<file path="src/rtl/color_pkg.sv">
// Shared widths and configuration register map for the color palette bank.
package color_pkg;
  localparam int RGB_W = 24;
  localparam int NIB_W = 4;

  localparam logic [3:0] ADDR_R_HI     = 4'd3;
  localparam logic [3:0] ADDR_R_LO     = 4'd4;
  localparam logic [3:0] ADDR_G_HI     = 4'd5;
  localparam logic [3:0] ADDR_G_LO     = 4'd6;
  localparam logic [3:0] ADDR_B_HI     = 4'd7;
  localparam logic [3:0] ADDR_B_LO     = 4'd8;
  localparam logic [3:0] ADDR_COMMIT   = 4'd9;
  localparam logic [3:0] ADDR_EDIT_IDX = 4'd10;
endpackage

</file>
<file path="src/rtl/rise_detect.sv">
// One-register rising-edge detector; the register clears on reset so a level
// held through reset release reads as a fresh edge.
module rise_detect (
  input  logic clk,
  input  logic rst,
  input  logic d,
  output logic rise
);
  logic r_q;

  always_ff @(posedge clk) begin
    if (rst) r_q <= 1'b0;
    else     r_q <= d;
  end

  assign rise = d & ~r_q;
endmodule

</file>
<file path="src/rtl/color_palette_bank.sv">
// Per-channel palette bank: nibble-staged color writes committed into a
// flop palette, with a per-channel display index driving rgb_out.
module color_palette_bank
  import color_pkg::*;
#(
  parameter int NUM_CH    = 4,
  parameter int PAL_DEPTH = 4,
  parameter int IDX_W     = $clog2(PAL_DEPTH),
  localparam int CH_W     = (NUM_CH > 1) ? $clog2(NUM_CH) : 1
) (
  input  logic                      clk,
  input  logic                      rst,
  input  logic [CH_W-1:0]           channel,
  input  logic [3:0]                address,
  input  logic [NIB_W-1:0]          data,
  input  logic                      valid,
  input  logic                      color_next,
  output logic                      ack,
  output logic [NUM_CH*RGB_W-1:0]   rgb_out,
  output logic [NUM_CH*IDX_W-1:0]   disp_idx
);
  logic w_v_rise, w_cn_rise;
  logic w_wr, w_adv;
  logic r_ack;

  rise_detect u_rd_valid (.clk(clk), .rst(rst), .d(valid),      .rise(w_v_rise));
  rise_detect u_rd_next  (.clk(clk), .rst(rst), .d(color_next), .rise(w_cn_rise));

  // an edge landing on a reset cycle is dropped
  assign w_wr  = w_v_rise  & ~rst;
  assign w_adv = w_cn_rise & ~rst;

  always_ff @(posedge clk) begin
    if (rst) r_ack <= 1'b0;
    else     r_ack <= w_wr;
  end
  assign ack = r_ack;

  for (genvar k = 0; k < NUM_CH; k++) begin : g_ch
    logic                 w_hit;
    logic [RGB_W-1:0]     r_stage;
    logic [IDX_W-1:0]     r_edit;
    logic [IDX_W-1:0]     r_disp;
    logic [RGB_W-1:0]     r_pal [PAL_DEPTH];
    logic [RGB_W-1:0]     w_rgb;

    // out-of-range channel codes match no lane and are silently ignored
    assign w_hit = (32'(channel) == k);

    always_ff @(posedge clk) begin
      if (rst) begin
        r_stage <= '0;
        r_edit  <= '0;
        r_disp  <= '0;
        for (int e = 0; e < PAL_DEPTH; e++) r_pal[e] <= '0;
      end else begin
        if (w_wr && w_hit) begin
          case (address)
            ADDR_R_HI:     r_stage[23 -: NIB_W] <= data;
            ADDR_R_LO:     r_stage[19 -: NIB_W] <= data;
            ADDR_G_HI:     r_stage[15 -: NIB_W] <= data;
            ADDR_G_LO:     r_stage[11 -: NIB_W] <= data;
            ADDR_B_HI:     r_stage[7  -: NIB_W] <= data;
            ADDR_B_LO:     r_stage[3  -: NIB_W] <= data;
            ADDR_COMMIT:
              for (int e = 0; e < PAL_DEPTH; e++)
                if (r_edit == IDX_W'(e)) r_pal[e] <= r_stage;
            ADDR_EDIT_IDX: r_edit <= IDX_W'(32'(data) % PAL_DEPTH);
            default: ;
          endcase
        end
        if (w_adv && w_hit)
          r_disp <= (r_disp == IDX_W'(PAL_DEPTH - 1)) ? '0 : r_disp + IDX_W'(1);
      end
    end

    always_comb begin
      w_rgb = '0;
      for (int e = 0; e < PAL_DEPTH; e++)
        if (r_disp == IDX_W'(e)) w_rgb = r_pal[e];
    end

    assign rgb_out[RGB_W*k +: RGB_W]  = w_rgb;
    assign disp_idx[IDX_W*k +: IDX_W] = r_disp;
  end
endmodule

</file>
<file path="config.mk">
export PLATFORM = sky130hd
export DESIGN_NAME = color_palette_bank
export DESIGN_NICKNAME = d
export VERILOG_FILES = /design/src/rtl/color_pkg.sv /design/src/rtl/rise_detect.sv /design/src/rtl/color_palette_bank.sv
export SDC_FILE = /design/constraint.sdc
export NUM_CORES = 1
export LEC_CHECK = 0
export BUFFER_PORTS_ARGS = -buffer_cell sky130_fd_sc_hd__clkbuf_2
export CAP_MARGIN = 20
export CORE_MARGIN = 2
export CORE_UTILIZATION = 65
export DETAILED_ROUTE_END_ITERATION = 12
export MAX_ROUTING_LAYER = met4
export PLACE_DENSITY = 0.84
export RECOVER_POWER = 50
export SETUP_SLACK_MARGIN = 0.3
export SYNTH_ARGS = -nofsm -noshare
export SYNTH_HDL_FRONTEND = slang
export SYNTH_SLANG_ARGS = --single-unit
</file>
<file path="constraint.sdc">
create_clock -name clk -period 4.9 [get_ports clk]
set_input_delay 0.49 -clock clk [delete_from_list [all_inputs] [get_ports clk]]
set_output_delay 0.49 -clock clk [all_outputs]
set_load 0.005 [all_outputs]
</file>
## Word level (Yosys, flattened, before mapping)

Memories as Yosys holds them, arrays and structs flattened.
Index checks and enable logic that the tools add are counted.
Widths: inputs -> output; s select.

- Register bits after elaboration: 115
- RAM bits: 384
- Word-level logic and storage cells: 264
- Memories kept: 4

- Add/subtract/negate cells: 4
- Equal/unequal tests: 35
- Mux-type cells: 118
- Bitwise logic cells: 23
- Reductions and logical operators: 45

Memories:

| memory | depth | width | read ports | clocked after Yosys merged registers in | wr ports | RTL line | text |
|---|---|---|---|---|---|---|---|
| g_ch[0].r_pal | 4 | 24 | 4 | 0 | 4 | color_palette_bank.sv:44 | `logic [RGB_W-1:0] r_pal [PAL_DEPTH];` |
| g_ch[1].r_pal | 4 | 24 | 4 | 0 | 4 | color_palette_bank.sv:44 |  |
| g_ch[2].r_pal | 4 | 24 | 4 | 0 | 4 | color_palette_bank.sv:44 |  |
| g_ch[3].r_pal | 4 | 24 | 4 | 0 | 4 | color_palette_bank.sv:44 |  |

Operators with widths:

| kind | count |
|---|---|
| $mux 24 | 32 |
| $mux 1 | 82 |
| $reduce_and 2->1 | 28 |
| $eq 2x2->1 const B | 18 |
| $eq 2x1->1 const B | 9 |
| $logic_not 2->1 | 9 |
| $eq 4x3->1 const B | 4 |
| $or 1x1->1 | 16 |
| $eq 4x4->1 const B | 3 |
| $add 2x1->2 const B | 4 |
| $logic_and 1x1->1 | 8 |
| $mux 2 | 4 |
| $and 1x1->1 | 4 |
| $eq 4x2->1 const B | 1 |
| $not 1->1 | 3 |

## Longest topological paths before layout

Gate-level depths: netlist of the first run.

- Depth in word-level cells: 8
- Gate-level depth with buffers: 7
- Depth with buffers taken out: 5

## Modules after synthesis

Synthesis of the first run repeated with hierarchy kept, for this count alone.

- Cells, all modules: 1981
- Area, all modules: 22387.7 um^2

By module, submodules not included:

| module | times used | cells each | area each (um^2) | seq. area each (um^2) |
|---|---|---|---|---|
| color_palette_bank | 1 | 1975 | 22292.6 | 13793.2 |
| rise_detect | 2 | 3 | 47.5 | 20.0 |

## Worst setup path before layout of the first run

No wires, ideal clock.

- Path kind: input to register
- Start: input rst
- End: memory g_ch[0].r_pal[2][0] (enable)
- Setup time: 438 ps
- Data arrival time: 3071 ps
- Data required time: 4462 ps
- Slack: 1391 ps
- Stages: 4
- Buffers on the path: 1
- Path through: buf_2 -> nor4b_2 -> nand3_1 -> o21ai_0

RTL lines:

| item | RTL line | text |
|---|---|---|
| from (decl) | color_palette_bank.sv:12 | `input logic rst,` |
| to (decl) | color_palette_bank.sv:44 |  |

==> results of run 1 <==
layout make-up:
cell class / count / area share (%)
Clock buffer: 66 / 5.503
Multi-Input combinational cell: 1186 / 31.58
Clock inverter: 23 / 0.8628
Inverter: 60 / 0.9029
Tap cell: 455 / 2.282
Timing Repair Buffer: 157 / 3.386
Sequential cell: 499 / 55.46
Antenna cell: 2 / 0.02007
through the flow:
| step | util [%] | area (um^2) |
|---|---|---|
| 2_1_floorplan | - | 22690 |
| 3_3_place_gp | 68.12 | 23470 |
| 3_5_place_dp | 68.12 | 23470 |
| 4_1_cts | 72.73 | 25060 |
| 5_1_grt | 72.39 | 24940 |
| 6_report | 72.39 | 24940 |
synthesized netlist by cell type, types with 6 or more instances:
| cell type | count |
|---|---|
| a21oi_1 | 116 |
| a221oi_1 | 46 |
| a22o_1 | 50 |
| a31o_2 | 15 |
| and2_1 | 305 |
| and4_1 | 27 |
| and4b_1 | 37 |
| buf_1 | 10 |
| buf_2 | 6 |
| clkbuf_1 | 142 |
| clkbuf_2 | 6 |
| dfxtp_1 | 115 |
| edfxtp_1 | 384 |
| ha_1 | 16 |
| inv_1 | 59 |
| mux2i_1 | 54 |
| nand2_1 | 154 |
| nand2b_1 | 13 |
| nand3_1 | 25 |
| nand4_1 | 9 |
| nor2b_1 | 51 |
| nor3b_1 | 20 |
| nor4_1 | 18 |
| nor4bb_1 | 6 |
| o21ai_0 | 74 |
| o311ai_0 | 21 |
| o311ai_1 | 6 |
| o31ai_1 | 54 |
| o41ai_1 | 14 |
| or2_2 | 14 |
registers in the layout, indices dropped and copies added, names as in the netlist:
| register | cells |
|---|---|
| ack | 1 |
| g_ch.r_disp | 8 |
| g_ch.r_edit | 8 |
| g_ch.r_pal | 384 |
| g_ch.r_stage | 96 |
| u_rd_next.r_q | 1 |
| u_rd_valid.r_q | 1 |
routing by layer:
metal	vias up	track usage (%)
met5	-	-
met4	0	11.57
met3	134	5.282
li1	7142	-
met1	7551	37.91
met2	676	50.01
power groups by stage:
stage               registers [mW]  logic (mW)  clock network (mW)
floorplan                     4.77       0.229                   0
global placement              4.77       0.371                   0
detailed placement            4.78       0.381                   0
CTS                           4.69       0.384                3.72
global route                  4.70       0.410                3.89
finish                        4.69       0.380                3.70
cells by family (layout without fill, tap and decap cells):
kind of cell / after synthesis / count (layout) / share of synthesized area (%)
fa+ha+maj: 16 / 16 / 0.8823
simple gates: 720 / 720 / 19.92
compound gates: 396 / 396 / 11.85
buf+inv: 229 / 306 / 4.004
flops: 499 / 499 / 60.97
mux: 54 / 54 / 2.382
other cells: 0 / 2 / 0
how the worst max path moves through the flow:
stage / slack [ns] / end
after floorplan: 1.39 / g_ch[0].r_pal[2][0]$_SDFFCE_PN0P_
after global placement: 1.45 / g_ch[1].r_pal[3][2]$_SDFFCE_PN0P_
after detailed placement: 1.29 / g_ch[1].r_pal[3][2]$_SDFFCE_PN0P_
after CTS: 1.38 / rgb_out[73]
after global routing: 0.65 / g_ch[1].r_pal[1][3]$_SDFFCE_PN0P_
final: 0.95 / g_ch[1].r_pal[1][5]$_SDFFCE_PN0P_
critical path, cell delays in order:
cell and delay (ns):
clkbuf_1 0.47, or4b_4 1.00, nor4_1 1.46, or2_2 0.69
==> impl_results.md, run 1 <==
- Hold Crit Start: color_next
- Setup WS pre-CTS: 1.293 ns
- DR DRC count: 0
- Post-Route WL: 53830 um
- Fmax: 0.2533 GHz
- Met2 WL: 26830 um
- Final setup TNS: 0 ns
- Met1 WL: 20990 um
- Status: complete, but fails checks
- Number of nets with antenna violations after routing: 0
- Top-Level Pins: 119
- Worst Setup SP: rst
- Die W: 190.8 um
- Synth cell types: 51
- Max-Cap Viols: 4
- Worst Reg-to-Reg Cells: 3
- WHS Endpoint: u_rd_next.r_q$_SDFF_PP0_
- Fillers: 2303
- Initial antenna violation count: 2
- Site Rows: 68
- Most frequent cells in the layout: edfxtp_1 (384), and2_0 (171), nand2_1 (154)
- Synth Cell Area: 22690 um^2
- # Post-CTS Setup Buffers: 0
- DP HPWL: 31720 um
- Post-CTS Hold Buffers: 0
- Port bufs: 118
- Clock power share: 42.2%
- TritonCTS buffer count: 49
- Final Hold Viols: 0
- Power Dens Cells: 351.6 nW/um^2
- Mapped Nets: 1944
- Register share of total power: 53.5%
- Synth top area share: 50.82%
- Layout cells sized above 1: 12.10%
- WL/cell: 21.99 um
- Inst Count DP: 2353
- CP startpoint kind: input port
- Hold path cells: 2
- Area taken by multi-input logic gates: 7878 um^2
- Top Layer Used: met4
- Critical path arrival: 4.15 ns
- Final Wtd Congestion: 0.8199
- GRT overflow: 0
- Synthesis-stage register bit count: 499
- Initial Utilization: 65.85%
- Skew-Pair Late Insertion Delay: 0.56 ns
- Sw Pwr: 1.834 mW
- Area grow syn2layout: 9.932%
- CTS tree: done
- Hold Path Class: input port to flop
- Root Buffer: clkbuf_16
- Rel. slew slack: -40.00%
- Synth area leaders: edfxtp_1 (51%), dfxtp_1 (10%), and2_1 (8.4%)
- CTS Sinks: 499
- Yosys warning count: 0
- Core area: 34460 um^2
- Vias in the first global route: 15150
- CTS H-tree lvls: 2
- Leakage: 9.256 nW
- Post-Syn Area per Cell: 11.85 um^2
- Sequential share of the synthesized area: 60.97%
- Slew at the pin closest to its max-slew limit: 2.100 ns
- CTS max path bufs: 3
- Maximum VDD drop: 256.5 uV
- Total track usage: 30.43%
- EDFF count, synth: 384
- FF/Latch Area: 13830 um^2
- Async set-or-reset flop fraction in the synthesized netlist: 0%
- Reg clk slew, reported paths: 0.06 ns
- Final Power: 8.770 mW
- Most common cell after layout, fill and taps aside: edfxtp_1
- Die Area: 36420 um^2
- Post_cts resized: 0
- DR vias/cell: 6.333
- Final setup fails: 0
- Via count: 15500
- Post-synth top flop: edfxtp_1
- Net Sw Frac: 20.91%
- Combinational power share: 4.3%
- Largest net degree at the start of global routing: 80
- Worst Skew: 0.02431 ns
- Hold slack final: 0.2163 ns
- Metal3 WL: 4222 um
- DRT iter0 DRCs: 1401
- CP max FO: 56
- Fin crit period: 3.949 ns
- DRT Pass-1 Iters: 5
- Cell Int Power: 6.936 mW
- Leading area contributor after synthesis: edfxtp_1
- Setup ws final: 0.9514 ns
- First-pass GRT wire length: 83280 um
- Required time worst endpoint: 5.10 ns
- Cells after Synth: 1914
- Setup slack, reg-to-reg: 1.19 ns
- Fin nets: 1983
- Failing checks: max-capacitance violations, max-slew violations
- Fin cells: 2448
- Period utilization: 80.58%
- RSZ-0062 raised after global routing: no
- Slew Limit Fails: 95
- Reg2reg start: u_rd_valid.r_q$_SDFF_PP0_
- Worst r2r dst: g_ch[1].r_pal[1][5]$_SDFFCE_PN0P_
- Die Y: 190.8 um
- Crit. End Element: flop
- Critical path class: input port to flop
Note: power is estimated with default switching activity, not from simulation.
==> inputs of run 2 (changes only) <==
ABC_AREA = 1   (was default)
CORE_UTILIZATION = 55   (was 65)
PLACE_DENSITY = 0.76   (was 0.84)
clock period = 3.2 ns   (was 4.9 ns; I/O delays follow)
==> impl_results.md, run 2 <==
- Area grow syn2layout: 11.49%
- Top-Level Pins: 119 (unchanged)
- Initial antenna violation count: 0 (-2)
- Crit path max-delay family: buffers and inverters
- Post-Syn Area per Cell: 9.249 um^2 (-22%)
- Hold slack final: 0.05564 ns (-0.1606 ns)
- Total track usage: 26.71% (-3.7 points)
- Fin crit period: 2.756 ns
- Synth top area share: 51.16% (+0.34 points)
- Combinational power share: 5.5% (+1.2 points)
- Register with the most flip-flops: g_ch.r_pal
- Hold Path Class: input port to flop
- Synth cell types: 21 (-59%)
- EDFF count, synth: 384 (unchanged)
- Number of flip-flops in the largest register: 384 (unchanged)
- Layout cells sized above 1: 11.18% (-0.93 points)
- Die Y: 206.4 um (+8.2%)
- Worst stage delay on the critical path: 0.56 ns (-0.90 ns)
- DRT Pass-1 Iters: 6 (+1)
- # Post-CTS Setup Buffers: 0 (unchanged)
- Critical path arrival: 3.02 ns (-1.13 ns)
- Buffers and inverters on the worst path: 3 (+2)
- Reg clk slew, reported paths: 0.06 ns (about the same)
- DR vias/cell: 5.753 (-9.2%)
- Post-synth top flop: edfxtp_1
- Synthesis-stage register bit count: 499 (unchanged)
- Synth area leaders: edfxtp_1 (51%), dfxtp_1 (10%), nor3_1 (8.5%)
- Rel. slew slack: -1.562% (+38 points)
- Clock power share: 42.5% (+0.3 points)
- CP max FO: 49 (-13%)
- Most numerous cell in the Yosys netlist: nand2_1
- Largest net degree at the start of global routing: 130 (+63%)
- Fin cells: 3046 (+24%)
- Worst Skew: 0.01832 ns (-0.005993 ns)
- Initial Utilization: 55.45% (-10 points)
- Skew-Pair Late Insertion Delay: 0.59 ns (+0.03 ns)
- DP HPWL: 33590 um (+5.9%)
- Register share of total power: 52.0% (-1.5 points)
- Most frequent cells after synthesis: nand2_1 (413), edfxtp_1 (384), nor3_1 (384)
- Sw Pwr: 3.048 mW (+66%)
- Crit. End Element: flop
- FF/Latch Area: 13830 um^2 (unchanged)
- Top Registers: g_ch.r_pal: 384 flops, g_ch.r_stage: 96 flops
- Die Area: 42620 um^2 (+17%)
- Max-Cap Viols: 0 (-4)
- Number of nets with antenna violations after routing: 0 (unchanged)
- Synth Cell Area: 22540 um^2 (-0.66%)
- Vias in the first global route: 16360 (+8.0%)
- Mapped Nets: 2467 (+27%)
- Cells after Synth: 2437 (+27%)
- Fillers: 3263 (+42%)
- Port bufs: 118 (unchanged)
- Status: complete, but fails checks
- Die W: 206.4 um (+8.2%)
- DR DRC count: 0 (unchanged)
- WL/cell: 18.02 um (-18%)
- CTS max path bufs: 3 (unchanged)
- Critical path's slowest cell: clkbuf_2
- Leakage: 8.824 nW (-4.7%)
- GRT overflow: 0 (unchanged)
- DRT iter0 DRCs: 1570 (+12%)
- Final setup TNS: 0 ns (unchanged)
- Period utilization: 86.12%
- Root Buffer: clkbuf_16
- Required time worst endpoint: 3.46 ns (-1.64 ns)
- Async set-or-reset flop fraction in the synthesized netlist: 0% (unchanged)
- Final Wtd Congestion: 0.8648 (+5.5%)
- CP startpoint kind: flop
- Site Rows: 74 (+8.8%)
- Most common cell after layout, fill and taps aside: nand2_1
- Final setup fails: 0 (unchanged)
- RSZ-0062 raised after global routing: yes
- Cell Int Power: 10.75 mW (+55%)
- Fin nets: 2502 (+26%)
- # diodes: 0 (-2)
- TritonCTS buffer count: 51 (+4.1%)
- First-pass GRT wire length: 86600 um (+4.0%)
- Net Sw Frac: 22.09% (+1.2 points)
- CTS Sinks: 499 (unchanged)
- CTS H-tree lvls: 2 (unchanged)
- Maximum VDD drop: 728.4 uV (+180%)
- Core area: 40650 um^2 (+18%)
- Worst path cell trace: inv_1 -> nand3_4 -> nor2_8 -> nand2_1 -> clkbuf_2 -> o21ai_2 -> buf_4
- Inst Count DP: 2949 (+25%)
- Most frequent cells in the layout: nand2_1 (417), nor3_1 (384), edfxtp_1 (384)
- Failing checks: max-slew violations
- Slew at the pin closest to its max-slew limit: 1.523 ns (-0.5766 ns)
- Final Power: 13.80 mW (+57%)
- Critical path class: flop to flop
- Area taken by multi-input logic gates: 7388 um^2 (-6.2%)
- Sequential share of the synthesized area: 61.37% (+0.40 points)
- Fmax: 0.3628 GHz
- Post-Route WL: 54880 um (+1.9%)
- Via count: 17520 (+13%)
- Yosys warning count: 0 (unchanged)
- Leading area contributor after synthesis: edfxtp_1
- Final Hold Viols: 0 (unchanged)
- Power Dens Cells: 549.2 nW/um^2 (+56%)
- CTS tree: done
- Slew Limit Fails: 129 (+36%)
==> run 2: changes by cell type after synthesis, sizes merged, moves of 105 or more <==
cell   change
nor3     +382
and2     -305
a21oi    +129
buf      +105
nand2    +263
nor2     +292
==> run 2: final cells by class <==
cell class                      count  share of cell area, %
Tap cell                          532                  2.649
Clock inverter                     21                 0.6423
Sequential cell                   499                  55.05
Timing Repair Buffer              179                  4.108
Inverter                          141                  2.201
Multi-Input combinational cell   1600                  29.40
Clock buffer                       74                  5.955
==> run 2: final timing paths <==
check,from,end,slack (ns),cells after the start
worst max-delay path,u_rd_valid.r_q$_SDFF_PP0_,g_ch[3].r_pal[2][1]$_SDFFCE_PN0P_,0.44,7
worst min-delay path,valid,u_rd_valid.r_q$_SDFF_PP0_,0.06,3
worst max register to register,u_rd_valid.r_q$_SDFF_PP0_,g_ch[3].r_pal[2][1]$_SDFFCE_PN0P_,0.44,7
worst min register to register,g_ch[3].r_stage[5]$_SDFFE_PP0P_,g_ch[3].r_stage[5]$_SDFFE_PP0P_,0.48,2
==> run 2: kinds of logic after synthesis <==
logic type               Yosys count  share of synthesized area (%)
flip-flops                       499                          61.37
AO/OA/AOI/OAI                    365                          8.104
buffers and inverters            338                          6.034
AND/OR/NAND/NOR                 1219                          23.60
adder cells (fa/ha/maj)           16                         0.8881
==> run 2: what timing repair did <==
action,CTS,global route
pin swaps,0,0
endpoints found under the hold margin,1,0
endpoints found under the setup margin,27,18
resized for setup,5,3
hold buffers,2,0
==> run 2: through the flow <==
| stage | setup WS, ns | area [um^2] | utilization, % |
|---|---|---|---|
| 6_report | 0.4440 | 25130 | 61.83 |
| 5_1_grt | 0.2386 | 25130 | 61.83 |
| 4_1_cts | 0.3700 | 25240 | 62.10 |
| 3_5_place_dp | 0.5562 | 23550 | 57.93 |
| 3_3_place_gp | 0.6168 | 23520 | 57.86 |
| 2_1_floorplan | -0.02094 | 22540 | - |
==> run 2: power groups by stage <==
stage / sequential (mW) / clock [mW] / combinational [mW]
finish: 7.18 / 5.86 / 0.765
global route: 7.19 / 6.17 / 0.846
CTS: 7.18 / 5.92 / 0.772
detailed placement: 7.31 / 0 / 0.764
global placement: 7.31 / 0 / 0.749
floorplan: 7.31 / 0 / 0.454
==> run 2: metal layers <==
layer  part of all wire (%)  vias up  GRT usage (%)
met1                     40     8283          34.66
met4                    2.7        0          8.648
met5                      0        -              -
li1                       -     8403              -
met2                     48      731          42.37
met3                    8.7      107          5.345
==> run 2: tightest hold or removal path, cell delays in order <==
cell,delay (ns)
clkbuf_1,0.12
inv_1,0.06
nor2_1,0.07
